--- config.mk ---
export PLATFORM = sky130hd
export DESIGN_NAME = alu_seq_exec
export DESIGN_NICKNAME = d
export VERILOG_FILES = /design/src/rtl/alu_seq_exec.sv
export SDC_FILE = /design/constraint.sdc
export NUM_CORES = 1
export LEC_CHECK = 0
export CELL_PAD_IN_SITES_DETAIL_PLACEMENT = 1
export CELL_PAD_IN_SITES_GLOBAL_PLACEMENT = 2
export CORE_MARGIN = 2
export CORE_UTILIZATION = 25
export CTS_BUF_LIST = sky130_fd_sc_hd__clkbuf_4 sky130_fd_sc_hd__clkbuf_8
export CTS_CLUSTER_SIZE = 8
export DETAILED_ROUTE_END_ITERATION = 8
export HOLD_SLACK_MARGIN = 0.12
export PLACE_DENSITY_LB_ADDON = 0.15
export REMOVE_ABC_BUFFERS = 1
export SLEW_MARGIN = 25
export SYNTH_ARGS = -nofsm -noshare
export SYNTH_HDL_FRONTEND = slang
export SYNTH_SLANG_ARGS = --single-unit
--- constraint.sdc ---
create_clock -name clk -period 1.6 [get_ports clk]
set_input_delay 0.16 -clock clk [delete_from_list [all_inputs] [get_ports clk]]
set_output_delay 0.16 -clock clk [all_outputs]
set_load 0.005 [all_outputs]
--- src/rtl/alu_seq_exec.sv ---
// alu_seq_exec: sequential ALU executor.
// Single-cycle ops (add/sub/and/or/xor/nor/sll/srl) complete one cycle after
// they are accepted. The multi-cycle unsigned multiply (shift-add) and
// restoring divide are compiled in only when ALU_SEQ_MULDIV_EN is defined.
// Without that macro the mult/div codes decode as illegal, and hi, lo,
// div_zero and busy are tied to 0.
// WIDTH must be a power of two in the range 8..64.
module alu_seq_exec #(
    parameter int WIDTH = 32
) (
    input  logic             clk,
    input  logic             reset,
    input  logic             start,
    input  logic             alu_op,
    input  logic [5:0]       funct,
    input  logic [WIDTH-1:0] a,
    input  logic [WIDTH-1:0] b,
    output logic [WIDTH-1:0] result,
    output logic [WIDTH-1:0] hi,
    output logic [WIDTH-1:0] lo,
    output logic             busy,
    output logic             done,
    output logic             illegal,
    output logic             div_zero
);

    localparam int SH = $clog2(WIDTH);

`ifdef ALU_SEQ_MULDIV_EN
    typedef enum logic [1:0] {IDLE, MUL, DIV, DONE} state_e;
`else
    typedef enum logic [0:0] {IDLE, DONE} state_e;
`endif

    typedef enum logic [3:0] {
        K_ADD, K_SUB, K_AND, K_OR, K_XOR, K_NOR, K_SLL, K_SRL, K_MUL, K_DIV, K_ILL
    } kind_e;

    state_e state, state_nxt;
    kind_e  kind;
    logic   accept;
    logic   ill_r;

    // Maps alu_op/funct onto an operation class; alu_op overrides funct with add.
    function automatic kind_e decode(input logic force_add, input logic [5:0] f);
        kind_e k;
        k = K_ILL;
        if (force_add) begin
            k = K_ADD;
        end else begin
            case (f)
                6'b100000: k = K_ADD;
                6'b100010: k = K_SUB;
                6'b100100: k = K_AND;
                6'b100101: k = K_OR;
                6'b100110: k = K_XOR;
                6'b100111: k = K_NOR;
                6'b000000: k = K_SLL;
                6'b000010: k = K_SRL;
`ifdef ALU_SEQ_MULDIV_EN
                6'b011000: k = K_MUL;
                6'b011010: k = K_DIV;
`endif
                default:   k = K_ILL;
            endcase
        end
        return k;
    endfunction

    // Single-cycle result; add/sub wrap, shifts zero-fill and use b[SH-1:0].
    function automatic logic [WIDTH-1:0] alu_single(input kind_e k,
                                                     input logic [WIDTH-1:0] x,
                                                     input logic [WIDTH-1:0] y);
        logic [WIDTH-1:0] r;
        logic [SH-1:0]    sa;
        sa = y[SH-1:0];
        r  = '0;
        case (k)
            K_ADD:   r = x + y;
            K_SUB:   r = x - y;
            K_AND:   r = x & y;
            K_OR:    r = x | y;
            K_XOR:   r = x ^ y;
            K_NOR:   r = ~(x | y);
            K_SLL:   r = x << sa;
            K_SRL:   r = x >> sa;
            default: r = '0;
        endcase
        return r;
    endfunction

    assign kind   = decode(alu_op, funct);
    assign accept = (state == IDLE) && start;

`ifdef ALU_SEQ_MULDIV_EN
    // Iteration datapath: acc_hi/acc_lo hold the partial product
    // (or remainder/quotient), opd the latched multiplicand or divisor.
    logic [WIDTH-1:0] acc_hi, acc_lo, opd;
    logic [SH-1:0]    cnt;
    logic             last_iter;
    logic             b_zero;
    logic             dz_r;
    logic [WIDTH:0]   mul_sum;
    logic [WIDTH-1:0] mul_hi_nxt, mul_lo_nxt;
    logic [WIDTH:0]   div_shift;
    logic [WIDTH-1:0] div_diff;
    logic             div_ge;
    logic [WIDTH-1:0] div_rem_nxt, div_quo_nxt;

    assign b_zero    = (b == '0);
    assign last_iter = (cnt == SH'(WIDTH - 1));

    // One shift-add multiply step and one restoring-divide step per cycle.
    always_comb begin
        mul_sum     = {1'b0, acc_hi} + (acc_lo[0] ? {1'b0, opd} : '0);
        mul_hi_nxt  = mul_sum[WIDTH:1];
        mul_lo_nxt  = {mul_sum[0], acc_lo[WIDTH-1:1]};
        div_shift   = {acc_hi, acc_lo[WIDTH-1]};
        div_ge      = (div_shift >= {1'b0, opd});
        div_diff    = div_shift[WIDTH-1:0] - opd;
        div_rem_nxt = div_ge ? div_diff : div_shift[WIDTH-1:0];
        div_quo_nxt = {acc_lo[WIDTH-2:0], div_ge};
    end

    // Working registers: loaded at accept, stepped while iterating.
    always_ff @(posedge clk) begin
        if (accept) begin
            acc_hi <= '0;
            if (kind == K_MUL) begin
                acc_lo <= b;
                opd    <= a;
            end else begin
                acc_lo <= a;
                opd    <= b;
            end
        end else if (state == MUL) begin
            acc_hi <= mul_hi_nxt;
            acc_lo <= mul_lo_nxt;
        end else if (state == DIV) begin
            acc_hi <= div_rem_nxt;
            acc_lo <= div_quo_nxt;
        end
    end

    // Iteration counter, hi/lo results and divide-by-zero flag.
    always_ff @(posedge clk or posedge reset) begin
        if (reset) begin
            hi   <= '0;
            lo   <= '0;
            dz_r <= 1'b0;
            cnt  <= '0;
        end else begin
            case (state)
                IDLE: begin
                    if (start) begin
                        cnt  <= '0;
                        dz_r <= (kind == K_DIV) && b_zero;
                        if ((kind == K_DIV) && b_zero) begin
                            lo <= '1;
                            hi <= a;
                        end
                    end
                end
                MUL: begin
                    cnt <= cnt + 1'b1;
                    if (last_iter) begin
                        hi <= mul_hi_nxt;
                        lo <= mul_lo_nxt;
                    end
                end
                DIV: begin
                    cnt <= cnt + 1'b1;
                    if (last_iter) begin
                        hi <= div_rem_nxt;
                        lo <= div_quo_nxt;
                    end
                end
                default: ;
            endcase
        end
    end

    assign busy     = (state == MUL) || (state == DIV);
    assign div_zero = done && dz_r;
`else
    assign hi       = '0;
    assign lo       = '0;
    assign busy     = 1'b0;
    assign div_zero = 1'b0;
`endif

    // State register; reset forces IDLE immediately and aborts any iteration.
    always_ff @(posedge clk or posedge reset) begin
        if (reset) state <= IDLE;
        else       state <= state_nxt;
    end

    // Next-state logic; start is only looked at in IDLE.
    always_comb begin
        state_nxt = state;
        case (state)
            IDLE: begin
                if (start) begin
                    case (kind)
`ifdef ALU_SEQ_MULDIV_EN
                        K_MUL:   state_nxt = MUL;
                        K_DIV:   state_nxt = b_zero ? DONE : DIV;
`endif
                        default: state_nxt = DONE;
                    endcase
                end
            end
`ifdef ALU_SEQ_MULDIV_EN
            MUL, DIV: begin
                if (last_iter) state_nxt = DONE;
            end
`endif
            DONE:    state_nxt = IDLE;
            default: state_nxt = IDLE;
        endcase
    end

    // Single-cycle result and illegal flag, captured on the accepting edge.
    always_ff @(posedge clk or posedge reset) begin
        if (reset) begin
            result <= '0;
            ill_r  <= 1'b0;
        end else if (accept) begin
            ill_r <= (kind == K_ILL);
            if ((kind != K_ILL) && (kind != K_MUL) && (kind != K_DIV))
                result <= alu_single(kind, a, b);
        end
    end

    assign done    = (state == DONE);
    assign illegal = done && ill_r;

endmodule

### Yosys cells after proc, flatten, opt, wreduce, memory -nomap -nowiden

Index checks and enable logic that the tools add are counted.

| storage, ports and cells | value |
|---|---|
| output and inout bits | 100 |
| register bits after elaboration | 34 |
| logic and storage cells | 42 |
| input bits | 74 |

| cells by class | value |
|---|---|
| reduce and logical (&&, ||, !) cells | 7 |
| bitwise logic cells | 5 |
| multiplexer cells | 5 |
| eq/ne operators | 18 |
| add/subtract/negate cells | 2 |
| shift-type cells | 2 |

Operators by type and width:

| operator | count |
|---|---|
| one-hot mux 32 bit (8 select lines) | 1 |
| == test 6 bit (second input constant) | 6 |
| adder 32 bit | 1 |
| bitwise AND 32 bit | 1 |
| inverter 32 bit | 1 |
| OR 32 bit | 1 |
| one-hot mux 4 bit (8 select lines) | 1 |
| << shifter 32 x 5 -> 32 bit | 1 |
| >> shifter 32 x 5 -> 32 bit | 1 |
| subtractor 32 bit | 1 |
| XOR 32 bit | 1 |
| == test 4 x 3 -> 1 bit (second input constant) | 4 |
| inequality test 4 bit (second input constant) | 3 |
| == test 4 x 2 -> 1 bit (second input constant) | 2 |
| == test 6 x 2 -> 1 bit (second input constant) | 1 |
| zero test 6 bit | 1 |
| == test 4 x 1 -> 1 bit (second input constant) | 1 |
| == test 4 bit (second input constant) | 1 |
| logical AND 1 bit | 4 |
| zero test 4 bit | 1 |
| two-way mux 4 bit | 1 |
| one-hot mux 1 bit (2 select lines) | 1 |
| AND reduction 2 bit | 1 |
| two-way mux 1 bit | 1 |
| inverter 1 bit | 1 |

### Depth between registers and ports, before layout

| logic depth | value |
|---|---|
| depth after elaboration | 7 |
| depth in mapped cells | 20 |
| mapped depth without buffers | 16 |

### Worst setup path before layout

Ideal clock, no wire load.

| timing path | value |
|---|---|
| path kind | input-to-reg |
| from | input b[0] |
| to | register result[31] |
| path buffers | 4 |
| required time | 1.474 ns |
| path slack | -2.716 ns |
| stages | 20 |
| setup time | 0.126 ns |
| arrival time | 4.190 ns |
| path through | buf_2 inv_2 buf_1 buf_2 ha_1 nand3_1 nor4_1 nand2_1 o31ai_1 xnor2_1 ha_1 clkbuf_1 a21o_1 a21o_1 a21o_1 a211oi_1 a211o_1 a21oi_1 and3_1 o32a_1 |

| between the ends | value |
|---|---|
| word-level cells in the longest chain between the ends | 2 |
| elaborated cells on any way between the ends | 5 |
| those cells by class | 2 x add/sub; 2 x shift; 1 x mux |

RTL lines:

| element | RTL line | RTL |
|---|---|---|
| start, declared | 17 | `input logic [WIDTH-1:0] b,` |
| subtractor 32 bit (tied with other cells) | 80 | `K_SUB: r = x - y;` |
| one-hot mux 32 bit (8 select lines) (*) | 78 | `case (k)` |
| end signal, assigned | 231 | `result <= alu_single(kind, a, b);` |
| end, declared | 18 | `output logic [WIDTH-1:0] result,` |

Every way passes the cells marked *; elsewhere a longest branch is shown, timed or not.
A chain may end at the register's enable or synchronous reset.

### Worst setup path in the final report

| timing path | value |
|---|---|
| from | input b[0] |
| to | register result[30] |

The elaborated chain is that of the path after synthesis.

==> run summary <==
routed vias: 12200
Final Worst Setup Slack: -1860 ps
Final Instance Count excl. Fillers: 2320
Post-synth top flop: dfrtp_1
area growth from synthesis to layout: 67.7%
Worst Hold Class: reg2reg
final period utilization: 216%
synth warn: 0
number of max-cap violations: 0
Clk Latency, worst-skew pair: 370 ps
initial drt markers: 715
Util after Layout: 42.5%
Seq/Total Area, Yosys: 8.94%
initial antenna violation count: 0
drt pass-1 iters: 5
Final Setup Violations: 32
number of H-tree levels: 2
crit end category: flip-flop
number of synthesized flops with an enable pin: 0
I/O Buffers: 107
Chip Height: 199 um
CTS root buf: clkbuf_8
RSZ-0062 raised after global routing: true
share of post-route cells with drive strength above 1: 41.3%
leading cell type in the layout, fill and taps excluded: buf_4
slew at the pin closest to its max-slew limit: 688 ps
final worst path period need: 3460 ps
placed wire-length estimate: 43000 um
critical path peak fanout: 3
total CTS buffers: 5
Slew Limit Fails: 0
Setup Skew: 9.15 ps
diode count: 0
status: finished, violations left
DR vias/cell: 5.26
setup_tns: -44080 ps
area leader, netlist: ha_1
first-pass GRT wire length: 81600 um
Post-DP Area: 14000 sq um
Critical Path AT: 3730 ps
Synth top area share: 12.8%
number of clock sinks: 34
share of synthesized registers carrying an async set or reset: 100%
Max Buffers Root-to-Sink: 2
Final nets: 1982
chip width: 199 um
# rows: 71
crit path kind: in2reg
Worst Path Required: 1870 ps
critical path startpoint category: input pin
failing checks: negative setup slack
vias in the first global route: 12600
most frequent cells in the layout: buf_4, nor2_1, ha_1
mean post-synth cell area: 7.42 sq um
placed insts: 2253
PwrDens: 475 nW/um^2
drt wl/cell: 24.2 um
Synth cell types: 77
P_leak: 0.00736 uW
worst rel slew slack: 53.7%
FMAX: 289 MHz
Routed Wire Length: 56200 um
largest net degree at the start of global routing: 70
DRC viols: 0
Post-Syn Area: 9520 sq um
RePlAce Congestion: 0.922
cell area after layout: 16000 sq um
FF+latch count, synth: 34
Max VDD drop: 0.000304 V
io pins: 174
final hold vios: 0
Syn Inst Count: 1283
Core Box Area: 37600 sq um
CTS clk-pin slew, worst paths: 100 ps
Total Routing Usage GR: 28.1%
Starting Density: 25.3%
post-route ant nets: 0
total gr overflow: 0
ranking of synthesized cells by area: ha_1, dfrtp_1, mux4_2, a21oi_1, buf_4
CTS tree: built
die area: 39600 sq um
-- layout make-up --
type / instances / area, sq um
fillers: 4528 / 21600
multi-input cells: 1086 / 8790
repair buffers: 612 / 5330
flip-flops and latches: 34 / 851
well taps: 511 / 639
inverters: 71 / 269
clock buffers: 6 / 82.6
-- per-stage QoR --
stage          worst slack [ps]  hold WS [ps]  power [uW]
3_3_place_gp              -2770           480        5820
5_1_grt                   -1990           537        8070
2_1_floorplan             -2020           302        3050
4_1_cts                   -1830           473        7290
6_report                  -1860           501        7580
3_5_place_dp              -2900           487        5870
-- registers in the layout, summed over array words and instances, names as in the netlist --
register and cells:
ill_r 1, result 32, done 1
-- worst max-delay path: stages --
cell and delay [ps]:
buf_6 90, or4_4 550, nor4_4 160, buf_4 180
nand4_1 140, o31a_1 270, xnor2_1 140, ha_1 320
nand2_2 80, or3_1 370, a2111o_1 440, nand3_4 150
nand2_4 70, a21oi_4 180, buf_6 130, nor2_2 30
o32a_1 280
-- path summary, 6_finish.rpt --
path / from / endpoint / slack, ps / depth (start not counted)
setup / recovery: b[0] / result[30]$_DFFE_PP0P_ / -1860 / 17
hold / removal: result[0]$_DFFE_PP0P_ / result[0]$_DFFE_PP0P_ / 500 / 2
setup reg to reg: done$_DFF_PP0_ / result[21]$_DFFE_PP0P_ / -740 / 9
hold reg to reg: result[0]$_DFFE_PP0P_ / result[0]$_DFFE_PP0P_ / 500 / 2
max in group asynchronous: reset / result[7]$_DFFE_PP0P_ / 670 / 4
min in group asynchronous: reset / result[31]$_DFFE_PP0P_ / 680 / 4
-- where the power goes --
part           internal (uW)  switching (uW)
Combinational           2790            2780
Clock                    335             500
Sequential              1050             115
-- cell usage after synthesis, drive strengths merged (5+ instances only) --
master	n
inv	71
xnor2	42
or4	5
nor4	9
o31ai	8
nor2	138
nand2	97
ha	97
and2	6
a21o	23
or3	11
and3	9
nand2b	7
nand3	20
o21a	6
a211oi	28
o21ai	79
a221oi	18
mux4	32
xor2	11
nor3	24
o311ai	7
clkbuf	61
a22oi	8
dfrtp	34
o211ai	16
o22ai	21
a31oi	18
a21oi	116
nand4	10
a221o	7
a22o	11
mux2i	52
buf	96
mux2	30
-- metal layers --
layer,vias to the layer above,wire length (um),GRT usage (%)
met5,-,0,0
met4,0,1830,8.68
met3,86,2740,4.54
met2,348,26200,46.3
met1,6110,25400,37.6
li1,5662,-,-
-- kinds of logic (layout without fill, tap and decap cells) --
group	count (synthesis)	count (layout)	share of synthesized area, %
xor+xnor	53	53	4.88
flops	34	34	8.94
buf+inv	228	689	12.0
compound gates	404	404	27.6
mux	114	114	16.6
fa+ha+maj	98	98	13.0
other cells	1	66	0.0394
simple gates	351	351	17.0
-- repair_timing --
item	4_1_cts	5_1_grt
hold buffers	1	0
gates resized for setup	243	94
pin swaps	101	71
cloned	5	2
setup endpoints to repair	33	32
hold endpoints to repair	4	0
buffers inserted	32	33
(Power assumes the default switching activity.)
